### config.mk
export PLATFORM = sky130hd
export DESIGN_NAME = operand_bypass_unit
export DESIGN_NICKNAME = d
export VERILOG_FILES = /design/src/rtl/operand_bypass_unit.sv
export SDC_FILE = /design/constraint.sdc
export NUM_CORES = 1
export LEC_CHECK = 0
export CORE_MARGIN = 2
export CORE_UTILIZATION = 51
export DETAILED_ROUTE_END_ITERATION = 16
export MAX_ROUTING_LAYER = met4
export PLACE_DENSITY = 0.87
export SKIP_LAST_GASP = 1
export SYNTH_ARGS = -nofsm -noshare
export SYNTH_HDL_FRONTEND = slang
export SYNTH_SLANG_ARGS = --single-unit
### constraint.sdc
create_clock -name clk -period 4.05 [get_ports clk]
set_input_delay 0.81 -clock clk [delete_from_list [all_inputs] [get_ports clk]]
set_output_delay 0.81 -clock clk [all_outputs]
set_load 0.01 [all_outputs]
### src/rtl/operand_bypass_unit.sv
// rtl/operand_bypass_unit.sv - ID->EX operand capture, forwarding, load-use detection and source muxing
//
// Ports:
//   clk, rst                      clock, asynchronous active-high reset
//   stall_ID_EX, stall_EX_DM      stage holds (stall_EX_DM implies stall_ID_EX)
//   flush_ID_EX                   replace the advancing ID instruction with a bubble
//   p0, p1, p0_addr, p1_addr      register-file read data and addresses from ID
//   re0, re1                      ID instruction actually uses read port 0 / 1
//   we_ID, dst_addr_ID, ld_ID     ID instruction write-enable, destination, load flag
//   src0sel_ID_EX, src1sel_ID_EX  EX-aligned source selects
//   imm_ID_EX, pc_ID_EX           EX-aligned immediate field and next PC
//   dst_EX_DM, dst_DM_WB          results of the instructions in DM and WB
//   src0, src1                    EX source busses
//   p0_EX_DM                      store data pipelined into DM
//   load_use_hazard               ID must hold one cycle (combinational)

module operand_bypass_unit #(
    parameter int DATA_W   = 16,
    parameter int RF_AW    = 4,
    parameter bit ZERO_REG = 1'b1
) (
    input  logic              clk,
    input  logic              rst,
    input  logic              stall_ID_EX,
    input  logic              stall_EX_DM,
    input  logic              flush_ID_EX,
    input  logic [DATA_W-1:0] p0,
    input  logic [DATA_W-1:0] p1,
    input  logic [RF_AW-1:0]  p0_addr,
    input  logic [RF_AW-1:0]  p1_addr,
    input  logic              re0,
    input  logic              re1,
    input  logic              we_ID,
    input  logic [RF_AW-1:0]  dst_addr_ID,
    input  logic              ld_ID,
    input  logic [1:0]        src0sel_ID_EX,
    input  logic [1:0]        src1sel_ID_EX,
    input  logic [11:0]       imm_ID_EX,
    input  logic [DATA_W-1:0] pc_ID_EX,
    input  logic [DATA_W-1:0] dst_EX_DM,
    input  logic [DATA_W-1:0] dst_DM_WB,
    output logic [DATA_W-1:0] src0,
    output logic [DATA_W-1:0] src1,
    output logic [DATA_W-1:0] p0_EX_DM,
    output logic              load_use_hazard
);

    // ID_EX tracking and captured operands
    logic              we_ie, ld_ie, re0_ie, re1_ie;
    logic [RF_AW-1:0]  dst_ie, p0a_ie, p1a_ie;
    logic [DATA_W-1:0] op0, op1;

    // Later stages only need write tracking: load data is already on
    // dst_DM_WB by the time a dependent instruction can reach EX.
    logic              we_ed, we_dw;
    logic [RF_AW-1:0]  dst_ed, dst_dw;

    logic              ex_m0, ex_m1, dw_m0, dw_m1;
    logic              wt0, wt1, snoop0, snoop1;
    logic              bubble_ie;
    logic [DATA_W-1:0] rf_p0, rf_p1;

    function automatic logic hard_zero(input logic [RF_AW-1:0] a);
        return ZERO_REG && (a == '0);
    endfunction

    // EX bypass matches; EX_DM is younger, so it wins over DM_WB
    assign ex_m0 = re0_ie && we_ed && (dst_ed == p0a_ie) && !hard_zero(p0a_ie);
    assign ex_m1 = re1_ie && we_ed && (dst_ed == p1a_ie) && !hard_zero(p1a_ie);
    assign dw_m0 = re0_ie && we_dw && (dst_dw == p0a_ie) && !hard_zero(p0a_ie);
    assign dw_m1 = re1_ie && we_dw && (dst_dw == p1a_ie) && !hard_zero(p1a_ie);

    assign rf_p0 = ex_m0 ? dst_EX_DM : (dw_m0 ? dst_DM_WB : op0);
    assign rf_p1 = ex_m1 ? dst_EX_DM : (dw_m1 ? dst_DM_WB : op1);

    // The RF read in ID does not yet see the WB write of the same cycle
    assign wt0 = we_dw && (dst_dw == p0_addr) && !hard_zero(p0_addr);
    assign wt1 = we_dw && (dst_dw == p1_addr) && !hard_zero(p1_addr);

    // A held EX instruction must not miss producers retiring through WB
    assign snoop0 = we_dw && (dst_dw == p0a_ie) && !hard_zero(p0a_ie);
    assign snoop1 = we_dw && (dst_dw == p1a_ie) && !hard_zero(p1a_ie);

    assign load_use_hazard = !stall_ID_EX && we_ie && ld_ie && !hard_zero(dst_ie) &&
                             ((re0 && (p0_addr == dst_ie)) || (re1 && (p1_addr == dst_ie)));

    // Flush and hazard together still make exactly one bubble
    assign bubble_ie = flush_ID_EX || load_use_hazard;

    always_ff @(posedge clk or posedge rst) begin
        if (rst) begin
            we_ie    <= 1'b0;
            ld_ie    <= 1'b0;
            re0_ie   <= 1'b0;
            re1_ie   <= 1'b0;
            dst_ie   <= '0;
            p0a_ie   <= '0;
            p1a_ie   <= '0;
            op0      <= '0;
            op1      <= '0;
            we_ed    <= 1'b0;
            dst_ed   <= '0;
            we_dw    <= 1'b0;
            dst_dw   <= '0;
            p0_EX_DM <= '0;
        end else begin
            if (!stall_ID_EX) begin
                we_ie  <= we_ID && !bubble_ie;
                ld_ie  <= ld_ID && !bubble_ie;
                re0_ie <= re0 && !bubble_ie;
                re1_ie <= re1 && !bubble_ie;
                dst_ie <= dst_addr_ID;
                p0a_ie <= p0_addr;
                p1a_ie <= p1_addr;
                op0    <= wt0 ? dst_DM_WB : p0;
                op1    <= wt1 ? dst_DM_WB : p1;
            end else begin
                if (snoop0) op0 <= dst_DM_WB;
                if (snoop1) op1 <= dst_DM_WB;
            end

            if (!stall_EX_DM) begin
                // A held EX instruction sends a bubble forward
                we_ed    <= we_ie && !stall_ID_EX;
                dst_ed   <= dst_ie;
                we_dw    <= we_ed;
                dst_dw   <= dst_ed;
                p0_EX_DM <= rf_p0;
            end
        end
    end

    always_comb begin
        src0 = rf_p0;
        case (src0sel_ID_EX)
            2'd0:    src0 = rf_p0;
            2'd1:    src0 = DATA_W'($signed(imm_ID_EX[8:0]));
            2'd2:    src0 = DATA_W'($signed(imm_ID_EX[11:0]));
            default: src0 = DATA_W'($signed(imm_ID_EX[3:0]));
        endcase
    end

    always_comb begin
        src1 = rf_p1;
        case (src1sel_ID_EX)
            2'd0:    src1 = rf_p1;
            2'd1:    src1 = pc_ID_EX;
            default: src1 = DATA_W'($signed(imm_ID_EX[7:0]));
        endcase
    end

endmodule

==> results.json <==
{
  "cpMostUsedCell": "sky130_fd_sc_hd__clkdlybuf4s50_1",
  "finalWeightedCongestion": 0.9316,
  "postSynthNetCount": 671,
  "hpwl_after_detailed_placement_mm": 12.81,
  "layout_min_cycle_time_ns": 3.873,
  "wire_length_of_the_first_global_routing_pass_mm": 27.88,
  "global_route.overflow_total": 0,
  "pre_cts_ws_ns": 0.2285,
  "result_of_the_run": "finished clean",
  "ctsHtreeMaxLevel": 3,
  "worst_r2r_path_depth": 7,
  "timing.hold.worst.class": "register to register",
  "setup_total_negative_slack_ns": 0,
  "grtUsageMet2_pct": 52.66,
  "drtIter0Drc": 539,
  "route.final.wire_length_mm": 17.49,
  "number_of_vias_after_detailed_routing": 5252,
  "number_of_antenna_violations_at_the_first_check_in_global_routing": 0,
  "worstHoldStart": "re0_ie",
  "power_frac_clock_pct": 30.2,
  "holdPathStages": 2,
  "top_level_ports": 166,
  "cpPeakStageDelay_ns": 0.94,
  "power.internal_mw": 1.581,
  "power.static_leakage_nw": 3.004,
  "numPortBuffers": 165,
  "ys_async_sr_fraction_pct": 100.0,
  "area.growth.synth_to_final_pct": 38.16,
  "grt_use_total_pct": 33.10,
  "maxClockFrequency_ghz": 0.2582,
  "post-route-drc-count": 0,
  "crit_path_start_kind": "primary input",
  "crit_path_capture_type": "output port",
  "path_delay_family": "buffers and inverters",
  "placed_cells": 823,
  "max-slew-margin-rel_pct": 19.70,
  "globalRoute.busiestLayer": "met2",
  "timing.hold.ws_ns": 0.4804,
  "yosys_warnings": 0,
  "cts-root-to-sink-buffers": 2,
  "worstPathArrival_ns": 3.06,
  "yosys_register_bits": 74,
  "finalCritPeriodShare_pct": 95.63,
  "floorplan.die.height_um": 104.4,
  "post_drt_via_cell_ratio": 6.260,
  "powerDensity_nw_per_um2": 321.4,
  "crit_type": "primary input to output port",
  "chipWidth_um": 104.4,
  "clock-skew-final_ns": 0.006379,
  "regToRegStartpoint": "dst_dw[2]",
  "final_antenna_net_count": 0,
  "maxSlewViolCount": 0,
  "reg2reg_to": "op0[9]",
  "synth.yosys.seq_area_share_pct": 36.04,
  "detail_route.wl_per_cell_um": 20.84,
  "timing.final.ws_setup_ns": 0.1770,
  "maxCapViolations": 0,
  "n_antenna_cell": 0,
  "clkSlewWorstSetupHoldPaths_ns": 0.07,
  "design_area_um2": 7098,
  "timing.critical_path.cells": "clkdlybuf4s50_1 -> nor2b_1 -> a221o_1 -> clkdlybuf4s50_1",
  "post_synth_num_cell_types": 53,
  "reg2reg_setup_slack_ns": 1.85,
  "finalHoldViolations": 0,
  "layout.cells.most_common": "sky130_fd_sc_hd__clkdlybuf4s50_1",
  "post_synth.cell_area_avg_um2": 9.273,
  "fin_nets": 818,
  "layout.core_utilization_pct": 72.62,
  "post_layout_nonfiller_instances": 839,
  "clkSinkCount": 74,
  "mostFrequentLayoutCells": "sky130_fd_sc_hd__clkdlybuf4s50_1, sky130_fd_sc_hd__dfrtp_1, sky130_fd_sc_hd__mux2i_1",
  "groute.layer.met1.usage_pct": 41.70,
  "netlist_area_um2": 5137,
  "initial_cell_density_of_the_core_pct": 52.56,
  "holdPathEnd": "re0_ie",
  "total_switching_power_uw": 700.5,
  "pin_count_of_the_biggest_net_entering_global_routing": 70,
  "first_global_vias": 5138,
  "drt_pass1_iterations": 7,
  "critical-path-slowest-cell": "sky130_fd_sc_hd__nor2b_1",
  "syn_inst": 554,
  "floorplan.core_area_um2": 9774,
  "ys.flop_type": "sky130_fd_sc_hd__dfrtp_1",
  "ir_drop_mv": 0.2042,
  "cts_setup_buffers": 0,
  "totalPowerFinal_mw": 2.281,
  "seq_power_share_pct": 39.9,
  "power_frac_comb_pct": 29.9,
  "share_of_final_layout_standard_cells_stronger_than_drive_strength_1_pct": 11.61,
  "postCtsResizedCells": 0,
  "cts-hold-fix-buffers": 0,
  "swShare_pct": 30.71,
  "tritoncts": "done",
  "number_of_enable_type_register_cells_in_the_synthesized_netlist": 0,
  "insertion_delay_to_the_later_sink_of_the_worst_skew_pair_ns": 0.36,
  "crit_fanout": 16,
  "global_route.usage.met3_pct": 8.271,
  "fillCellCount": 745,
  "cts_root_buf": "sky130_fd_sc_hd__clkbuf_8",
  "worstPathBufferInverterCount": 2,
  "worst_slew_pin_slew_ns": 1.202,
  "dieArea_um2": 10890,
  "final-setup-viol-count": 0,
  "cts-buffers-inserted": 9,
  "crit_required_ns": 3.24,
  "placed_area_um2": 6860,
  "rsz_0062_raised_after_global_routing": "false",
  "row_count": 36
}
cell usage after synthesis, types with 17 or more instances:
library cell,instances,area share [%]
sky130_fd_sc_hd__dfrtp_1,74,36
sky130_fd_sc_hd__clkbuf_1,20,1.5
sky130_fd_sc_hd__a22oi_1,19,2.8
sky130_fd_sc_hd__nand2_1,43,3.1
sky130_fd_sc_hd__mux2i_1,64,12
sky130_fd_sc_hd__mux2_2,18,3.9
sky130_fd_sc_hd__o22ai_1,17,2.1
sky130_fd_sc_hd__nor2b_1,20,2.4
sky130_fd_sc_hd__a21oi_1,37,3.6
sky130_fd_sc_hd__o21ai_0,56,5.5
layout make-up:
| cell class | instances | area [µm²] | area share (%) |
|---|---|---|---|
| timing repair buffer | 181 | 1779 | 25.07 |
| clock buffer | 12 | 165.2 | 2.327 |
| multi-input combinational | 419 | 3003 | 42.31 |
| tap | 133 | 166.4 | 2.344 |
| inverter | 16 | 60.06 | 0.8461 |
| sequential | 74 | 1852 | 26.09 |
| clock inverter | 4 | 72.57 | 1.022 |
routing by layer:
metal	vias to the layer above	wire length (µm)	share of wire (%)
li1	2363	-	-
met1	2537	7042	40
met2	316	8362	48
met3	36	1711	9.8
met4	0	371	2.1
met5	-	0	0
logic make-up (layout without fill, tap and decap cells):
family          after synthesis  count (layout)  share of synthesized area (%)
compound gates              212             212                          26.40
xor+xnor                     25              25                          4.262
simple gates                100             100                          11.37
mux                          82              82                          16.41
buf+inv                      61             213                          5.504
flops                        74              74                          36.04
power groups by stage:
| stage | sequential [mW] | combinational (mW) | clock (mW) |
|---|---|---|---|
| global placement | 0.915 | 0.653 | 0 |
| finish | 0.910 | 0.682 | 0.690 |
| CTS | 0.908 | 0.676 | 0.693 |
| detailed placement | 0.923 | 0.671 | 0 |
| floorplan | 0.895 | 0.355 | 0 |
| global route | 0.920 | 0.730 | 0.723 |
worst reg2reg max path, stage by stage (launching register included):
cell                      delay, ns
sky130_fd_sc_hd__dfrtp_1       0.50
sky130_fd_sc_hd__xor2_1        0.21
sky130_fd_sc_hd__nor3_4        0.21
sky130_fd_sc_hd__buf_4         0.27
sky130_fd_sc_hd__nand2_2       0.11
sky130_fd_sc_hd__or2_1         0.45
sky130_fd_sc_hd__nand2_1       0.18
sky130_fd_sc_hd__a31oi_1       0.11
registers in the layout, summed over array words and instances, names as in the netlist:
name,flops
dst_dw,4
dst_ed,4
dst_ie,4
ld_ie,1
op0,16
op1,16
p0_EX_DM,16
p0a_ie,4
p1a_ie,4
re0_ie,1
re1_ie,1
we_dw,1
we_ed,1
we_ie,1
how the worst max path moves through the flow:
stage | start | endpoint | cells after the start
after floorplan | rst | dst_dw[0] | 1
after global placement | src1sel_ID_EX[0] | src1[6] | 4
after detailed placement | src1sel_ID_EX[0] | src1[6] | 4
after CTS | src1sel_ID_EX[0] | src1[6] | 4
after global routing | dst_dw[1] | src1[3] | 7
final | src1sel_ID_EX[0] | src1[6] | 4
Note: power is estimated with default switching activity, not from simulation.
